File: src/rtl/dvfs_req_arbiter.sv
// dvfs_req_arbiter: merges performance-profile votes from NUM_REQ requesters
// into a single DVFS controller request. The highest vote wins, the result is
// limited by a thermal cap, and downward moves must persist before they are
// issued. Each change is tracked through the controller's busy handshake,
// with timeouts on both the acknowledge and the completion.
//
// Optional feature macro: DVFS_ARB_THERMAL_EN
//   defined   - thermal_cap limits the target, and a cap below the active
//               profile forces an immediate drop that skips the down delay.
//   undefined - the cap is fixed at 4 and thermal_cap is ignored.
module dvfs_req_arbiter #(
  parameter int NUM_REQ  = 4,
  parameter int HOLD_CYC = 256,
  parameter int DOWN_DLY = 64,
  parameter int ACK_TO   = 16,
  parameter int DONE_TO  = 1024
) (
  input  logic                 clk,
  input  logic                 rst,
  input  logic [NUM_REQ-1:0]   req_valid,
  input  logic [3*NUM_REQ-1:0] req_level,
  output logic [NUM_REQ-1:0]   req_ready,
  input  logic [2:0]           thermal_cap,
  output logic [3:0]           dvfs_request,
  input  logic                 dvfs_busy,
  output logic [2:0]           active_profile,
  output logic                 change_pending,
  output logic                 timeout_err,
  input  logic                 err_clr
);

  // One timer serves the ack, done and hold phases, so it is sized for the
  // longest of them.
  localparam int TMR_MAX = (DONE_TO > HOLD_CYC) ?
                           ((DONE_TO > ACK_TO) ? DONE_TO : ACK_TO) :
                           ((HOLD_CYC > ACK_TO) ? HOLD_CYC : ACK_TO);
  localparam int TMR_W   = $clog2(TMR_MAX + 1);

  localparam logic [TMR_W-1:0] ACK_LAST  = TMR_W'(ACK_TO - 1);
  localparam logic [TMR_W-1:0] DONE_LAST = TMR_W'(DONE_TO - 1);
  localparam logic [TMR_W-1:0] HOLD_LAST = TMR_W'(HOLD_CYC - 1);
  localparam logic [15:0]      DN_LAST   = 16'(DOWN_DLY - 1);

  typedef enum logic [1:0] {
    ST_IDLE  = 2'd0,
    ST_WACK  = 2'd1,
    ST_WDONE = 2'd2,
    ST_HOLD  = 2'd3
  } state_t;

  // Profile codes above 4 are treated as 4.
  function automatic logic [2:0] f_clamp_lvl(input logic [2:0] lvl);
    return (lvl > 3'd4) ? 3'd4 : lvl;
  endfunction

  // The down counter sticks at its maximum value instead of wrapping.
  function automatic logic [15:0] f_sat_inc16(input logic [15:0] v);
    return (v == 16'hFFFF) ? v : v + 16'd1;
  endfunction

  state_t           r_state;
  state_t           w_state_nxt;
  logic [2:0]       r_vote [NUM_REQ];
  logic [2:0]       r_active;
  logic [2:0]       r_pending;
  logic [3:0]       r_dvfs_req;
  logic [TMR_W-1:0] r_tmr;
  logic [15:0]      r_dn_cnt;
  logic             r_to_err;

  logic [2:0]       w_cap;
  logic             w_forced;
  logic [2:0]       w_vmax;
  logic [2:0]       w_target;
  logic             w_up;
  logic             w_down;
  logic             w_eligible;
  logic             w_ready;
  logic             w_issue;
  logic             w_commit;
  logic             w_to_set;
  logic             w_tmr_clr;

`ifdef DVFS_ARB_THERMAL_EN
  assign w_cap    = f_clamp_lvl(thermal_cap);
  assign w_forced = (w_cap < r_active);
`else
  logic w_unused_cap;
  assign w_unused_cap = ^thermal_cap;
  assign w_cap        = 3'd4;
  assign w_forced     = 1'b0;
`endif

  // Votes are only taken while no change is in flight; reset forces ready low.
  assign w_ready   = ~rst & ((r_state == ST_IDLE) | (r_state == ST_HOLD));
  assign req_ready = {NUM_REQ{w_ready}};

  // Max-wins over the registered votes, then limited by the cap.
  always_comb begin
    w_vmax = 3'd0;
    for (int i = 0; i < NUM_REQ; i++) begin
      if (r_vote[i] > w_vmax) w_vmax = r_vote[i];
    end
  end

  assign w_target   = (w_vmax > w_cap) ? w_cap : w_vmax;
  assign w_up       = (w_target > r_active);
  assign w_down     = (w_target < r_active) & ((r_dn_cnt >= DN_LAST) | w_forced);
  assign w_eligible = w_up | w_down;

  // Capture accepted votes; every requester restarts at the mid profile.
  always_ff @(posedge clk) begin
    if (rst) begin
      for (int i = 0; i < NUM_REQ; i++) r_vote[i] <= 3'd2;
    end else begin
      for (int i = 0; i < NUM_REQ; i++) begin
        if (req_valid[i] && req_ready[i]) r_vote[i] <= f_clamp_lvl(req_level[3*i +: 3]);
      end
    end
  end

  // Count how long the target has stayed below the active profile.
  always_ff @(posedge clk) begin
    if (rst)                       r_dn_cnt <= 16'd0;
    else if (w_target < r_active)  r_dn_cnt <= f_sat_inc16(r_dn_cnt);
    else                           r_dn_cnt <= 16'd0;
  end

  // FSM state register.
  always_ff @(posedge clk) begin
    if (rst) r_state <= ST_IDLE;
    else     r_state <= w_state_nxt;
  end

  // FSM next state and per-cycle actions for the datapath registers.
  always_comb begin
    w_state_nxt = r_state;
    w_issue     = 1'b0;
    w_commit    = 1'b0;
    w_to_set    = 1'b0;
    w_tmr_clr   = 1'b0;
    case (r_state)
      ST_IDLE: begin
        if (w_eligible) begin
          w_issue     = 1'b1;
          w_tmr_clr   = 1'b1;
          w_state_nxt = ST_WACK;
        end
      end
      ST_WACK: begin
        if (dvfs_busy) begin
          w_tmr_clr   = 1'b1;
          w_state_nxt = ST_WDONE;
        end else if (r_tmr == ACK_LAST) begin
          // No acknowledge: assume the controller applied the request anyway.
          w_to_set    = 1'b1;
          w_commit    = 1'b1;
          w_tmr_clr   = 1'b1;
          w_state_nxt = ST_HOLD;
        end
      end
      ST_WDONE: begin
        if (!dvfs_busy) begin
          w_commit    = 1'b1;
          w_tmr_clr   = 1'b1;
          w_state_nxt = ST_HOLD;
        end else if (r_tmr == DONE_LAST) begin
          // Completion never seen: keep the old active profile.
          w_to_set    = 1'b1;
          w_tmr_clr   = 1'b1;
          w_state_nxt = ST_HOLD;
        end
      end
      ST_HOLD: begin
        if (r_tmr == HOLD_LAST) begin
          w_tmr_clr   = 1'b1;
          w_state_nxt = ST_IDLE;
        end
      end
      default: w_state_nxt = ST_IDLE;
    endcase
  end

  // Request, pending/active profile, phase timer and sticky error.
  always_ff @(posedge clk) begin
    if (rst) begin
      r_dvfs_req <= 4'h2;
      r_pending  <= 3'd2;
      r_active   <= 3'd2;
      r_tmr      <= '0;
      r_to_err   <= 1'b0;
    end else begin
      if (w_issue) begin
        r_dvfs_req <= {1'b0, w_target};
        r_pending  <= w_target;
      end
      if (w_commit) r_active <= r_pending;
      if (w_tmr_clr)               r_tmr <= '0;
      else if (r_state != ST_IDLE) r_tmr <= r_tmr + TMR_W'(1);
      if (w_to_set)     r_to_err <= 1'b1;
      else if (err_clr) r_to_err <= 1'b0;
    end
  end

  assign dvfs_request   = r_dvfs_req;
  assign active_profile = r_active;
  assign timeout_err    = r_to_err;
  assign change_pending = (r_state == ST_WACK) | (r_state == ST_WDONE);

endmodule

File: config.mk
export PLATFORM = sky130hd
export DESIGN_NAME = dvfs_req_arbiter
export DESIGN_NICKNAME = d
export VERILOG_FILES = /design/src/rtl/dvfs_req_arbiter.sv
export SDC_FILE = /design/constraint.sdc
export NUM_CORES = 1
export LEC_CHECK = 0
export BUFFER_PORTS_ARGS = -buffer_cell sky130_fd_sc_hd__buf_4
export CAP_MARGIN = 0
export CORE_ASPECT_RATIO = 1.1
export CORE_MARGIN = 4
export CORE_UTILIZATION = 25
export DETAILED_ROUTE_END_ITERATION = 10
export SYNTH_ARGS = -nofsm -noshare
export SYNTH_HDL_FRONTEND = slang
export SYNTH_SLANG_ARGS = --single-unit
File: constraint.sdc
create_clock -name clk -period 4.6 [get_ports clk]
set_input_delay 0.46 -clock clk [delete_from_list [all_inputs] [get_ports clk]]
set_output_delay 0.46 -clock clk [all_outputs]
set_load 0.005 [all_outputs]
Word level (Yosys, flattened, before mapping). Memories as Yosys holds them, arrays and structs flattened. Index checks and enable logic that the tools add are counted.

Bitwise gates (word level): 11. Multiplexer cells: 49. Reduce and logical (&&, ||, !) cells: 10. Equal/unequal tests: 11. Add/sub/neg operators: 2. $lt $le $gt $ge: 12.

Operators by type and width (number): 3-bit 2-to-1 mux (13); 1-bit 2-to-1 mux (26); 16-bit by 1-bit adder with 16-bit output, second input constant (1); 16-bit == test, second input constant (1); 16-bit by 6-bit greater-or-equal comparator with 1-bit output, second input constant (1); 3-bit greater-than comparator, second input constant (5); 3-bit greater-than comparator (4); 2-bit 2-to-1 mux (6); 11-bit by 1-bit adder with 11-bit output, second input constant (1); 11-bit by 10-bit == test with 1-bit output, second input constant (1); 11-bit by 4-bit == test with 1-bit output, second input constant (1); 11-bit by 8-bit == test with 1-bit output, second input constant (1); 2-bit one-hot mux with 4 select lines (1); 1-bit OR (7); 3-bit != test, second input constant (2); 2-bit == test, second input constant (2); 1-bit logical AND (4); 1-bit one-hot mux with 2 select lines (2); 1-bit one-hot mux with 4 select lines (1); 4-bit AND reduction (1); 2-bit nonzero test (2); 2-bit OR reduction (2); 3-bit by 1-bit greater-than comparator with 1-bit output, second input constant (1); 3-bit less-than comparator (1); other kinds (6) (8).

RAM bits: 12. Register bits: 36. Memories: 1. Output and inout bits: 13.

Memory list: r_vote (depth 4, bits a word 3, rd ports 4, clocked after Yosys merged registers in 0, write ports 4, line 63) `logic [2:0] r_vote [NUM_REQ];`.

Depth between registers and ports, before layout. An unclocked memory read counts as a cell.

Word-level depth: 17. Depth in mapped cells: 25.

Worst setup path after synthesis. Ideal clock, no wire load.

Kind: register -> register. From: memory r_vote[1][2]. To: register r_tmr[1]. Stages on the path, launching flop included: 23. Period minus slack after synthesis: 4986 ps. Slack: -386 ps. Arrival time: 4923 ps. Setup time: 62 ps. Path through: edfxtp_1 ha_1 nand2_1 o21ai_2 mux2i_2 ha_1 and3b_1 o21ai_1 or2_2 a21bo_2 ha_1 nand3b_1 nand2_1 mux2i_1 o31ai_4 nor3_1 ha_1 nor2b_1 o21a_1 o41a_1 a21o_1 buf_6 nor2_2.

RTL lines: start: declaration (line 63); end signal: assignment (line 199) `else if (r_state != ST_IDLE) r_tmr <= r_tmr + TMR_W'(1);`; end: declaration (line 67) `logic [TMR_W-1:0] r_tmr;`.

==> results.md <==
* Outcome: finished, violations left
* Violated checks: setup timing
* Number of enable-type register cells in the synthesized netlist at 12
* Worst path setup slack after routing at -406 ps
* Quantity of I/O buffers inserted on ports at 31
* Fraction of layout instances using a drive strength above 1 at 38.7%
* Synth async-reset ratio at 0%
* Synthesized flop and latch total at 48
* Worst ir drop on vdd at 0.349 mV
* Total negative slack for setup checks at -9820 ps
* Effective utilization at floorplan at 26.0%
* Number of routed nets with antenna violations at 0
* Vertical extent of the die at 121 µm
* Placed wire-length estimate at 4850 µm
* Met2 routing resource usage after global routing at 19.3%
* Leading cell type in the layout, fill and taps excluded: sky130_fd_sc_hd__buf_4
* Routability congestion estimate at 0.847
* Most frequent cells in the layout: sky130_fd_sc_hd__buf_4 (63), sky130_fd_sc_hd__dfxtp_1 (36), sky130_fd_sc_hd__nor2_1 (24)
* Cts bufs inserted at 5
* Top fanout value on the critical path at 11
* Clock Skew at 6.85 ps
* Sequential share of the synthesized area at 37.4%
* Number of max-cap violations at 0
* Mean instance size in the synthesized netlist at 9.23 µm²
* Die Width at 110 µm
* Worst slew margin relative to its limit at 33.5%
* Average detailed-routed wire length per instance at 13.1 µm
* Power per cell area at 742 mW/mm²
* Smallest hold slack at 458 ps
* Wire length of the first global-routing pass at 11,400 µm
* NumNets Final at 415
* Global Route met3 Usage at 2.90%
* Worst slew pin tran at 994 ps
* Number of filler cells placed in the layout at 1,118
* Data arrival, critical path at 5240 ps
* Net Count, Synth at 354
* Setup repair after global routing missed its margin: true
* Num ports at 36
* Placeable core region at 0.0111 mm²
* Tightest Hold Check Type: input port to flop
* Post-synth cell types at 62
* Buffer depth of the longest clock path at 2
* Vias at 2,475
* Crit end category: flop
* Total Routing Usage GR at 10.3%
* Leakage power figure at 0.00154 µW
* Clock transition at path regs at 70 ps
* Min cycle time layout at 5010 ps
* Finish-stage setup viols at 32
* Required arrival time at the worst endpoint at 4830 ps
* Hold buffers post-CTS at 0
* Most heavily used metal layer in global routing: met2
* Sink Count at 48
* Final core area utilization at 36.5%
* Clock tree root driver cell: sky130_fd_sc_hd__clkbuf_16
* Syn Inst Count at 313
* Area added between synthesis and finish at 40.2%
* Average via count per standard cell at 4.74
* Final routed wirelength across all metal layers at 6860 µm
* Kind of start point of the critical path: flop
* Final routed DRC violation total at 0
* Placed standard-cell area at 0.00349 mm²
* TritonCTS clock tree: built
* Core Rows at 40
* Count of routing violations after the opening detailed-route iteration at 66
* Top flip-flop cell by instance count after synthesis: sky130_fd_sc_hd__dfxtp_1
* CP Class: flop to flop
* Hold Vio Cnt, Final at 0
* Total power draw at 3010 µW
* Clock latency on the worst-skew pair at 290 ps
* Overall die area at 0.0133 mm²
* First-pass iteration count of the detailed router at 4
* Total count of max-transition violations in the final report at 0
* Maximum number of pins on one net before global-route repair at 17
* Yosys warnings at 0
* Grt total ovfl at 0
* Final design area excluding fillers at 0.00405 mm²
* CTS HTree Levels at 2
* Met1 Use GR at 11.0%
* Via count of the first global-routing pass at 2,469
* Fmax achieved at 0.200 GHz
* Post-synthesis cell area at 0.00289 mm²
* Final Cycle Share at 109%
* Ant. Diodes at 0
* Number of antenna violations at the first check in global routing at 0
[cells in the mapped netlist (5+ instances only)]
cell / n / area share [%]
sky130_fd_sc_hd__a21o_1: 6 / 1.6
sky130_fd_sc_hd__a21oi_1: 15 / 2.6
sky130_fd_sc_hd__and3_1: 7 / 1.5
sky130_fd_sc_hd__and4b_1: 5 / 1.7
sky130_fd_sc_hd__buf_4: 5 / 1.3
sky130_fd_sc_hd__clkbuf_1: 6 / 0.78
sky130_fd_sc_hd__dfxtp_1: 36 / 25
sky130_fd_sc_hd__edfxtp_1: 12 / 12
sky130_fd_sc_hd__ha_1: 18 / 7.8
sky130_fd_sc_hd__inv_1: 16 / 2.1
sky130_fd_sc_hd__mux2i_1: 6 / 2.1
sky130_fd_sc_hd__nand2_1: 19 / 2.5
sky130_fd_sc_hd__nand2b_1: 8 / 1.7
sky130_fd_sc_hd__nand3_1: 17 / 2.9
sky130_fd_sc_hd__nand4_1: 6 / 1.3
sky130_fd_sc_hd__nor2_1: 29 / 3.8
sky130_fd_sc_hd__nor2_2: 9 / 1.9
sky130_fd_sc_hd__nor3_1: 6 / 1.0
sky130_fd_sc_hd__xnor2_1: 14 / 4.2
sky130_fd_sc_hd__xor2_1: 8 / 2.4
[through the flow]
stage / setup WS, ps / cells
2_1_floorplan: -234 / 313
3_3_place_gp: -441 / 498
3_5_place_dp: -466 / 498
4_1_cts: -318 / 512
5_1_grt: -688 / 522
6_report: -406 / 522
[path summary, 6_finish.rpt]
check / end / cells past startpoint / slack, ps / startpoint
setup / recovery: r_tmr[6] / 23 / -410 / r_vote[1][1]
hold / removal: r_vote[1][1] / 2 / 460 / req_valid[1]
setup reg to reg: r_tmr[6] / 23 / -410 / r_vote[1][1]
hold reg to reg: r_pending[0] / 2 / 510 / r_pending[0]
[metal layers]
layer	up-vias	share of wire (%)
met2	25	54
met3	10	2.8
met4	0	1.8
li1	1248	-
met1	1192	41
met5	-	0
[critical path, cell delays in order (launching register included)]
cell	delay, ps
sky130_fd_sc_hd__edfxtp_1	450
sky130_fd_sc_hd__ha_4	320
sky130_fd_sc_hd__nand2_4	50
sky130_fd_sc_hd__o21ai_4	270
sky130_fd_sc_hd__a21oi_2	110
sky130_fd_sc_hd__a31oi_2	180
sky130_fd_sc_hd__ha_1	280
sky130_fd_sc_hd__and3b_2	230
sky130_fd_sc_hd__o21ai_2	140
sky130_fd_sc_hd__or2_4	140
sky130_fd_sc_hd__a21bo_4	220
sky130_fd_sc_hd__ha_4	260
sky130_fd_sc_hd__nand3b_1	110
sky130_fd_sc_hd__a32oi_2	310
sky130_fd_sc_hd__nand2b_4	230
sky130_fd_sc_hd__a311oi_4	50
sky130_fd_sc_hd__nor3_2	140
sky130_fd_sc_hd__ha_1	270
sky130_fd_sc_hd__nor2b_4	130
sky130_fd_sc_hd__o21a_1	180
sky130_fd_sc_hd__o41a_1	410
sky130_fd_sc_hd__a21o_1	200
sky130_fd_sc_hd__buf_12	150
sky130_fd_sc_hd__nor2_2	100
[state kept, by name, indices dropped and copies added (netlist names)]
signal          flops
r_pending           3
timeout_err         1
r_state             2
r_tmr              11
active_profile      3
r_vote             12
r_dn_cnt           16
[report_power, final]
| group | total, µW | switching [µW] | internal, µW | leakage [µW] |
|---|---|---|---|---|
| Clock | 452 | 160 | 291 | 0.0000926 |
| Combinational | 2030 | 923 | 1110 | 0.00104 |
| Sequential | 523 | 39.8 | 483 | 0.000411 |
[area by class of cell]
class	instances	area [µm²]	share of cell area (%)
clock buffer	6	150	3.71
clock inverter	2	38.8	0.958
inverter	16	60.1	1.48
multi-input combinational	236	2000	49.4
sequential	48	1080	26.7
tap	147	184	4.54
timing repair buffer	67	536	13.2
[cell families (layout without fill, tap and decap cells)]
family | after synthesis | in the layout | share of synthesized area [%]
AOI/OAI and AO/OA | 57 | 57 | 14.9
xor gates and xnor gates | 22 | 22 | 6.67
adders and majority gates | 18 | 18 | 7.80
buffers and inverters | 30 | 91 | 4.89
DFF | 48 | 48 | 37.4
muxes | 8 | 8 | 2.94
other | 1 | 1 | 0.130
and+or+nand+nor | 129 | 130 | 25.2
[repair_timing]
item | CTS | global route
cloned | 1 | 0
gates resized for setup | 26 | 23
pin swaps | 25 | 10
setup endpoints to repair | 32 | 32
setup buffers | 7 | 10
No activity file was read; power rests on OpenSTA's default activity.
